[src/rtl/io_block_transfer.sv]
// Block transfer initiator between an 8-bit frame device and the memory I/O request/reply port.
// Load packs four frames into one 31-bit word per memory write; dump unpacks each read word into four frames.
module io_block_transfer #(
  parameter int REPLY_TIMEOUT = 15
) (
  input  logic        clk,
  input  logic        resetn,
  input  logic        start_from_pnl,
  input  logic        dir_from_pnl,
  input  logic        abort_from_pnl,
  input  logic [11:0] start_addr_from_pnl,
  input  logic [11:0] count_from_pnl,
  input  logic [7:0]  in_frame,
  input  logic        in_valid,
  output logic        in_ready,
  output logic [7:0]  out_frame,
  output logic        out_valid,
  input  logic        out_ready,
  output logic        mem_write_to_mem,
  output logic        mem_read_to_mem,
  input  logic        mem_reply_from_mem,
  output logic [11:0] sel_value_to_sel,
  output logic        write_sign_to_mem,
  output logic [29:0] write_data_to_mem,
  input  logic        read_sign_from_mem,
  input  logic [29:0] read_data_from_mem,
  output logic        busy,
  output logic        done,
  output logic        error
);

  typedef enum logic [2:0] {
    S_IDLE, S_GET, S_WREQ, S_WWAIT, S_RREQ, S_RWAIT, S_PUT, S_FIN
  } state_t;

  state_t      state, state_nxt;
  logic [11:0] cnt;
  logic [31:0] word;
  logic [1:0]  frm_cnt;
  logic [7:0]  tmo_cnt;
  logic        abort_pend;
  logic        in_fire, out_fire, tmo_hit;

  // One shift register serves both directions: frames enter at the top, leave at the bottom.
  assign write_sign_to_mem = word[30];
  assign write_data_to_mem = word[29:0];
  assign out_frame         = word[7:0];

  assign in_fire  = in_ready && in_valid;
  assign out_fire = out_valid && out_ready;
  assign tmo_hit  = !mem_reply_from_mem && (tmo_cnt == 8'(REPLY_TIMEOUT - 1));

  always_comb begin
    state_nxt = state;
    unique case (state)
      S_IDLE: begin
        if (start_from_pnl && !abort_from_pnl) begin
          if (count_from_pnl == 12'd0) state_nxt = S_FIN;
          else                         state_nxt = dir_from_pnl ? S_RREQ : S_GET;
        end
      end
      S_GET: begin
        if (abort_from_pnl)                   state_nxt = S_IDLE;
        else if (in_fire && frm_cnt == 2'd3)  state_nxt = S_WREQ;
      end
      S_WREQ: state_nxt = S_WWAIT;
      S_WWAIT: begin
        if (mem_reply_from_mem) begin
          if (abort_pend || abort_from_pnl) state_nxt = S_IDLE;
          else                              state_nxt = (cnt == 12'd1) ? S_FIN : S_GET;
        end else if (tmo_hit) begin
          state_nxt = S_IDLE;
        end
      end
      S_RREQ: state_nxt = S_RWAIT;
      S_RWAIT: begin
        if (mem_reply_from_mem) state_nxt = (abort_pend || abort_from_pnl) ? S_IDLE : S_PUT;
        else if (tmo_hit)       state_nxt = S_IDLE;
      end
      S_PUT: begin
        if (abort_from_pnl)                    state_nxt = S_IDLE;
        else if (out_fire && frm_cnt == 2'd3)  state_nxt = (cnt == 12'd0) ? S_FIN : S_RREQ;
      end
      S_FIN:   state_nxt = S_IDLE;
      default: state_nxt = S_IDLE;
    endcase
  end

  // Handshake and request outputs are registered from the next state so they align with it.
  always_ff @(posedge clk or negedge resetn) begin
    if (!resetn) begin
      state            <= S_IDLE;
      busy             <= 1'b0;
      in_ready         <= 1'b0;
      out_valid        <= 1'b0;
      mem_write_to_mem <= 1'b0;
      mem_read_to_mem  <= 1'b0;
      done             <= 1'b0;
      error            <= 1'b0;
      sel_value_to_sel <= '0;
      cnt              <= '0;
      word             <= '0;
      frm_cnt          <= '0;
      tmo_cnt          <= '0;
      abort_pend       <= 1'b0;
    end else begin
      state            <= state_nxt;
      busy             <= (state_nxt != S_IDLE);
      in_ready         <= (state_nxt == S_GET);
      out_valid        <= (state_nxt == S_PUT);
      mem_write_to_mem <= (state_nxt == S_WREQ);
      mem_read_to_mem  <= (state_nxt == S_RREQ);
      done             <= (state == S_FIN);

      unique case (state)
        S_IDLE: begin
          if (start_from_pnl && !abort_from_pnl) begin
            sel_value_to_sel <= start_addr_from_pnl;
            cnt              <= count_from_pnl;
            error            <= 1'b0;
            abort_pend       <= 1'b0;
            frm_cnt          <= '0;
          end
        end
        S_GET: begin
          if (abort_from_pnl) begin
            frm_cnt <= '0;
          end else if (in_fire) begin
            word    <= {in_frame, word[31:8]};
            frm_cnt <= frm_cnt + 2'd1;
          end
        end
        S_WREQ, S_RREQ: begin
          tmo_cnt <= 8'd1;
          if (abort_from_pnl) abort_pend <= 1'b1;
        end
        S_WWAIT, S_RWAIT: begin
          if (abort_from_pnl) abort_pend <= 1'b1;
          tmo_cnt <= tmo_cnt + 8'd1;
          if (mem_reply_from_mem) begin
            sel_value_to_sel <= sel_value_to_sel + 12'd1;
            cnt              <= cnt - 12'd1;
            if (state == S_RWAIT) word <= {1'b0, read_sign_from_mem, read_data_from_mem};
          end else if (tmo_hit) begin
            error <= 1'b1;
          end
        end
        S_PUT: begin
          if (abort_from_pnl) begin
            frm_cnt <= '0;
          end else if (out_fire) begin
            word    <= {8'h00, word[31:8]};
            frm_cnt <= frm_cnt + 2'd1;
          end
        end
        default: ;
      endcase
    end
  end

endmodule

[config.mk]
export PLATFORM = sky130hd
export DESIGN_NAME = io_block_transfer
export DESIGN_NICKNAME = d
export VERILOG_FILES = /design/src/rtl/io_block_transfer.sv
export SDC_FILE = /design/constraint.sdc
export NUM_CORES = 1
export LEC_CHECK = 0
export CORE_UTILIZATION = 30
export DETAILED_ROUTE_END_ITERATION = 8
export MAX_ROUTING_LAYER = met4
export PLACE_DENSITY = 0.61
export SETUP_SLACK_MARGIN = 0.1
export SKIP_CTS_REPAIR_TIMING = 1
export SYNTH_ARGS = -nofsm -noshare
export SYNTH_HDL_FRONTEND = slang
export SYNTH_SLANG_ARGS = --single-unit
[constraint.sdc]
create_clock -name clk -period 4.4 [get_ports clk]
set_clock_uncertainty 0.05 [all_clocks]
set_input_delay 0.66 -clock clk [delete_from_list [all_inputs] [get_ports clk]]
set_output_delay 0.66 -clock clk [all_outputs]
set_load 0.03 [all_outputs]
==> summary.md, run 1 <==
| Metric | Value |
|---|---|
| Status | `complete, no violations` |
| Largest net degree at the start of global routing | `78` |
| Initial DRC Count | `~350` |
| Ys flop type | `dfrtp_1` |
| Worst Hold Class | `input port to async pin` |
| Chip height | `roughly 120 µm` |
| Max clock buf depth | `2` |
| Period minus WS final | `2.82 ns` |
| RSZ-0062 raised after global routing | `false` |
| CTS tree | `built` |
| Die width | `125 µm` |
| Avg Inst Size Synth | `~8.4 µm²` |
| Maximum vdd drop | `approximately 300 µV` |
| # diodes | `0` |
| Num ports | `around 130` |
| Wirelength per Cell | `15.1 µm` |
| Synth Register Bits | `77` |
| Port Buffers | `128` |
| Worst slew margin | `between 30% and 40%` |
| Layout cells sized above 1 | `5.87%` |
| Critical Path AT | `3.00 ns` |
| Reg-to-Reg Start | `state[2]$_DFF_PN0_` |
| Pwr dens | `about 740 nW/µm²` |
| Tot Pwr | `4.40 mW` |
| Crit Path Category | `input port to flop` |
| Post-route antenna net violation count | `0` |
| Htree depth | `3` |
| Vias per inst | `about 5.2` |
| Worst-path maximum fanout | `14` |
| GRT Overall Usage | `16.5%` |
| Setup tns final | `0 ns` |
| Max Cap Viol | `0` |
| # rows | `44` |
| CORE AREA | `~15,000 µm²` |
| Worst-Skew Late Latency | `0.34 ns` |
| Critical Path RT | `approximately 4.6 ns` |
| First-pass GRT wire length | `between 20 and 25 mm` |
| Syn Inst Count | `535` |
| Die ar. | `15,500 µm²` |
| Final nets | `a little under 700` |
| Area leader, netlist | `dfrtp_1` |
| TritonCTS buffer count | `9` |
| Setup crit start | `abort_from_pnl` |
| Worst-path clk slew | `approximately 0.060 ns` |
| Syn Nets | `just over 600` |
| Slew @ Worst Pin | `about 1.0 ns` |
| CTS root buf | `clkbuf_16` |
| Clock Sinks | `77` |
| Top-area cell type share of the netlist area | `a little over two fifths` |
| Crit start category | `input port` |
| Detailed-route via count | `approximately 4,100` |
| Mapped Area | `4500 µm²` |
| Setup ws final | `approximately 1.6 ns` |
| Vias in the first global route | `slightly below 4,000` |
| EDFF count, synth | `0` |
| Setup violators final | `0` |
| Distinct cells, synth | `60` |
| Ys Warns | `0` |
| Worst setup EP type | `flop` |
| Drt pass-1 iters | `6` |
| Synth top area cells | `dfrtp_1 (43%), nand2_1 (7.3%), buf_4 (6.7%)` |
| WL final | `around 12 mm` |
| Synth-to-layout area growth | `31.2%` |
| Final GP Congestion | `0.829` |
| Crit share post-route | `about 64%` |
| DR DRC count | `0` |
| Register area share after synthesis | `between 40 and 50%` |
| Final Max Tran Viols | `0` |
| Final hold vios | `0` |
| Grt ovf | `0` |
| Asr flop ratio synth | `100%` |
| Leakage | `~2.4 nW` |
| Fillers | `between 1,000 and 1,500` |
| FMAX | `about 350 MHz` |
| HPWL after DPL | `slightly above 8 mm` |
| Pre-CTS WS | `1.25 ns` |
| Initial Utilization | `between 30 and 40%` |
| Initial antenna violation count | `0` |
==> placed cells by master (no fill, tap or decap), drive strengths merged, types with 4 or more instances in the layout <==
cell           count
nor2              55
clkdlybuf4s50    127
nor2b              6
nor3b              5
o22ai              7
clkbuf            10
a31oi             33
and3               6
nand4              4
o21ai             30
inv                8
a22o               8
nand2             88
nand3             25
buf                6
a21oi             33
nor3              14
o211ai             4
dfrtp             77
nor4               6
ha                 7
==> cell families after synthesis <==
group,count (synthesis),share of synthesized area [%]
fa+ha+maj,7,1.94
flops,77,42.8
buf+inv,79,10.4
mux,2,0.444
simple gates,230,24.2
compound gates,138,19.7
xor+xnor,2,0.556
==> routing by layer <==
metal / up-vias / wire, µm / GRT usage, %
met3: 17 / 669 / 4.51
met5: - / 0 / -
met1: 1950 / 5730 / 21.6
met4: 0 / 208 / 5.95
li1: 2014 / - / -
met2: 146 / 5420 / 24.2
==> state kept, by name (all words and copies together) (netlist names) <==
register / count
in_ready: 1
sel_value_to_sel: 12
mem_write_to_mem: 1
error: 1
busy: 1
mem_read_to_mem: 1
cnt: 12
word: 32
tmo_cnt: 8
frm_cnt: 2
abort_pend: 1
done: 1
out_valid: 1
state: 3
==> critical path, stage by stage <==
cell             delay (ns)
clkdlybuf4s50_1        0.61
nor3_1                 0.35
nand2_1                0.18
o21ai_1                0.52
buf_4                  0.32
o21ai_0                0.10
a22o_1                 0.25
==> synthesized netlist by cell type (all sizes together) (2+ instances only) <==
master   count
buf         58
and3b        3
dfrtp       77
nor4         6
a32oi        3
nand4b       2
or4          3
nand4        4
nor2        55
nand2b       2
a21oi       33
and3         6
a22oi        2
a22o         8
nor2b        6
nand2       88
nand3       25
nor3        14
or3          2
mux2i        2
a41o         2
nor3b        5
a31oi       33
o22ai        7
clkbuf      13
o32ai        2
o22a         3
o211ai       4
inv          8
a21o         2
a2bb2oi      2
and2         3
ha           7
o21ai       30
==> area by class of cell <==
class / instances / area [µm²] / share of cell area, %
inverters: 8 / 30.0 / 0.508
well taps: 184 / 230 / 3.90
flip-flops and latches: 77 / 1930 / 32.6
clock buffers: 10 / 229 / 3.87
multi-input cells: 379 / 2110 / 35.8
clock inverters: 6 / 63.8 / 1.08
repair buffers: 133 / 1320 / 22.3
==> report_power, final <==
part / total [mW] / leakage [nW] / switching, mW / internal [mW]
Clock: 0.738 / 0.138 / 0.300 / 0.438
Combinational: 2.27 / 1.35 / 1.34 / 0.932
Sequential: 1.39 / 0.903 / 0.373 / 1.02
Total: 4.40 / 2.39 / 2.01 / 2.39
==> path summary, 6_finish.rpt <==
| path | to | slack (ns) | cells past startpoint |
|---|---|---|---|
| hold / removal | word[1]$_DFFE_PN0P_ | 0.43 | 1 |
| setup / recovery | sel_value_to_sel[7]$_DFFE_PN0P_ | 1.58 | 7 |
| setup reg to reg | sel_value_to_sel[7]$_DFFE_PN0P_ | 1.67 | 6 |
| hold reg to reg | tmo_cnt[7]$_DFFE_PN0P_ | 0.43 | 1 |
| min in group clk | tmo_cnt[7]$_DFFE_PN0P_ | 0.43 | 1 |
| max in group asynchronous | mem_read_to_mem$_DFF_PN0_ | 3.22 | 1 |
==> through the flow <==
| step | hold slack [ns] | instance area (µm²) | utilization, % | cells |
|---|---|---|---|---|
| after detailed placement | 0.423 | 5620 | 38.5 | 781 |
| after global routing | 0.451 | 5910 | 40.5 | 797 |
| after CTS | 0.427 | 5910 | 40.5 | 797 |
| final | 0.426 | 5910 | 40.5 | 797 |
| after global placement | 0.407 | 5620 | 38.5 | 781 |
| after floorplan | 0.314 | 4500 | - | 535 |
Power figures use the tool's default switching activity.
==> run 2, diff against run 1 <==
--- a/config.mk
+++ b/config.mk
@@ -8,7 +8,7 @@
 export CORE_UTILIZATION = 30
 export DETAILED_ROUTE_END_ITERATION = 8
 export MAX_ROUTING_LAYER = met4
-export PLACE_DENSITY = 0.61
+export PLACE_DENSITY = 0.63
 export SETUP_SLACK_MARGIN = 0.1
 export SKIP_CTS_REPAIR_TIMING = 1
 export SYNTH_ARGS = -nofsm -noshare
==> constraint.sdc (replaced) <==
create_clock -name clk -period 2.35 [get_ports clk]
set_clock_uncertainty 0.05 [all_clocks]
set_input_delay 0.3525 -clock clk [delete_from_list [all_inputs] [get_ports clk]]
set_output_delay 0.3525 -clock clk [all_outputs]
set_load 0.03 [all_outputs]
==> run 2 against run 1 <==
Against the previous run: the flow now finishes with violations (hold timing); sequential power rose by 84%; critical path depth did not move; critical path type is now flop to flop; combinational power rose by 110%; critical endpoint is now busy$_DFF_PN0_; register-to-register slack got worse by 1.5 ns; worst setup slack got worse by 1.4 ns; die area did not move; flip-flop and latch count did not move; hold slack got worse by 0.46 ns.
==> summary.md, run 2 (synthesis gave the netlist of run 1 again) <==
| Metric | Value |
|---|---|
| WL final | `~12 mm` |
| # diodes | `0` |
| First-pass GRT wire length | `a little over 20 mm` |
| Final nets | `a little over 700` |
| Final Max Tran Viols | `0` |
| GRT Overall Usage | `between 15 and 20%` |
| Worst Hold Class | `input port to async pin` |
| Critical Path RT | `approximately 2.5 ns` |
| Clock Sinks | `77` |
| CTS tree | `built` |
| Worst-Skew Late Latency | `about 0.34 ns` |
| DP Cell Count | `approximately 810` |
| Final GP Congestion | `between 0.8 and 0.9` |
| Max clock buf depth | `2` |
| Crit share post-route | `a little over 90%` |
| Die width | `around 120 µm` |
| RSZ-0062 raised after global routing | `false` |
| HPWL after DPL | `about 9.1 mm` |
| Top Registers | `word (32), cnt (12), sel_value_to_sel (12)` |
| Slew @ Worst Pin | `approximately 0.60 ns` |
| Initial Utilization | `30.9%` |
| Detailed-route via count | `roughly 4,300` |
| Setup violators final | `0` |
| CORE AREA | `between 10,000 and 15,000 µm²` |
| Worst-path maximum fanout | `6` |
| Critical Path AT | `about 2.4 ns` |
| P_sw | `~3.8 mW` |
| Worst slew margin | `between 50% and 60%` |
| Vias per inst | `between 5 and 6` |
| Switching Fraction | `43.9%` |
| Internal | `slightly below 5 mW` |
| Crit Path Category | `flop to flop` |
| Synth-to-layout area growth | `38.4%` |
| Pwr dens | `1410 nW/µm²` |
| Drt pass-1 iters | `4` |
| FMAX | `~460 MHz` |
| Failing checks | `hold timing` |
| Crit start category | `flop` |
| Status | `finished with violations` |
| Chip height | `roughly 120 µm` |
| Setup tns final | `0 ns` |
| TritonCTS buffer count | `9` |
| Reg-to-Reg Start | `tmo_cnt[0]$_DFFE_PN0P_` |
| Sequential group share of total power | `29.1%` |
| CTS root buf | `clkbuf_16` |
| Worst-path clk slew | `about 0.060 ns` |
| Clock network fraction of total power | `~17%` |
| Htree depth | `3` |
| Number of flip-flops in the largest register | `32` |
| Vias in the first global route | `about 4,000` |
| Initial DRC Count | `about 270` |
| Maximum vdd drop | `475 µV` |
| # rows | `44` |
| Final hold vios | `39` |
| Num ports | `about 130` |
| Post-route antenna net violation count | `0` |
| Max Cap Viol | `0` |
| Leading cell type in the layout, fill and taps excluded | `clkdlybuf4s50_1` |
| Layout cells sized above 1 | `10.9%` |
| DR DRC count | `0` |
| Setup crit start | `tmo_cnt[0]$_DFFE_PN0P_` |
| Minimum hold slack | `-0.0382 ns` |
| Port Buffers | `between 100 and 150` |
| Leakage | `about 2.6 nW` |
| Comb pwr share | `roughly 54%` |
| Fillers | `around 1,400` |
| Most flops, register | `word` |
| Initial antenna violation count | `0` |
| Wirelength per Cell | `~15 µm` |
| Period minus WS final | `roughly 2.2 ns` |
| Die ar. | `approximately 16,000 µm²` |
| Non-Filler Instances | `between 800 and 900` |
| Largest net degree at the start of global routing | `between 40 and 50` |
| Worst setup EP type | `flop` |
| Grt ovf | `0` |
| Most frequent cells in the layout | `clkdlybuf4s50_1 (127), nand2_1 (87), dfrtp_1 (75)` |
-- run 2: changes by cell type in the layout (fill, tap and decap cells not counted), sizes merged --
cell	previous run	this run
clkinvlp	2	1
buf	6	37
inv	8	9
bufinv	1	2
clkinv	3	2
-- run 2: cell type report --
| type | instances | area (µm²) | share of cell area (%) |
|---|---|---|---|
| Clock buffer | 10 | 229 | 3.67 |
| Sequential cell | 77 | 1930 | 31.0 |
| Inverter | 8 | 30.0 | 0.482 |
| Multi-Input combinational cell | 379 | 2120 | 34.0 |
| Tap cell | 184 | 230 | 3.69 |
| Clock inverter | 6 | 86.3 | 1.38 |
| Timing Repair Buffer | 164 | 1610 | 25.9 |
-- run 2: path summary, 6_finish.rpt --
path	slack [ns]	endpoint	depth (start not counted)
worst max-delay path	0.16	busy$_DFF_PN0_	7
worst min-delay path	-0.04	word[17]$_DFFE_PN0P_	1
worst max register to register	0.16	busy$_DFF_PN0_	7
worst min register to register	0.42	tmo_cnt[7]$_DFFE_PN0P_	1
max in group asynchronous	1.71	cnt[6]$_DFFE_PN0P_	2
min in group clk	0.42	tmo_cnt[7]$_DFFE_PN0P_	1
-- run 2: metrics by stage --
| stage | util, % | worst slack (ns) | hold slack (ns) | instance area, µm² | total power [mW] |
|---|---|---|---|---|---|
| after floorplan | - | 0.360 | 0.00691 | 4500 | 5.76 |
| after global placement | 40.4 | 0.0594 | 0.347 | 5890 | 7.10 |
| after detailed placement | 40.4 | -0.0190 | 0.353 | 5890 | 7.23 |
| after CTS | 42.5 | 0.148 | -0.0184 | 6200 | 8.76 |
| after global routing | 42.7 | 0.0716 | 0.00539 | 6230 | 9.42 |
| final | 42.7 | 0.161 | -0.0382 | 6230 | 8.78 |
-- run 2: power by group through the flow --
stage               clock, mW  combinational, mW  sequential [mW]
finish                   1.49               4.73             2.56
global route             1.61               5.16             2.65
CTS                      1.54               4.67             2.56
detailed placement          0               4.66             2.57
global placement            0               4.55             2.55
floorplan                   0               3.16             2.60
-- run 2: metal layers --
layer / GRT usage, % / share of wire (%) / vias to the layer above
met3: 3.78 / 5.2 / 18
met5: - / 0 / -
met2: 25.9 / 47 / 156
met4: 6.52 / 1.1 / 0
li1: - / - / 2076
met1: 21.4 / 47 / 2053
-- run 2: critical path, stage by stage (launching register included) --
cell      delay (ns)
dfrtp_2         0.45
inv_1           0.07
ha_1            0.14
nand4b_1        0.09
or4_4           0.47
a21oi_1         0.17
o221a_2         0.26
or3b_1          0.37
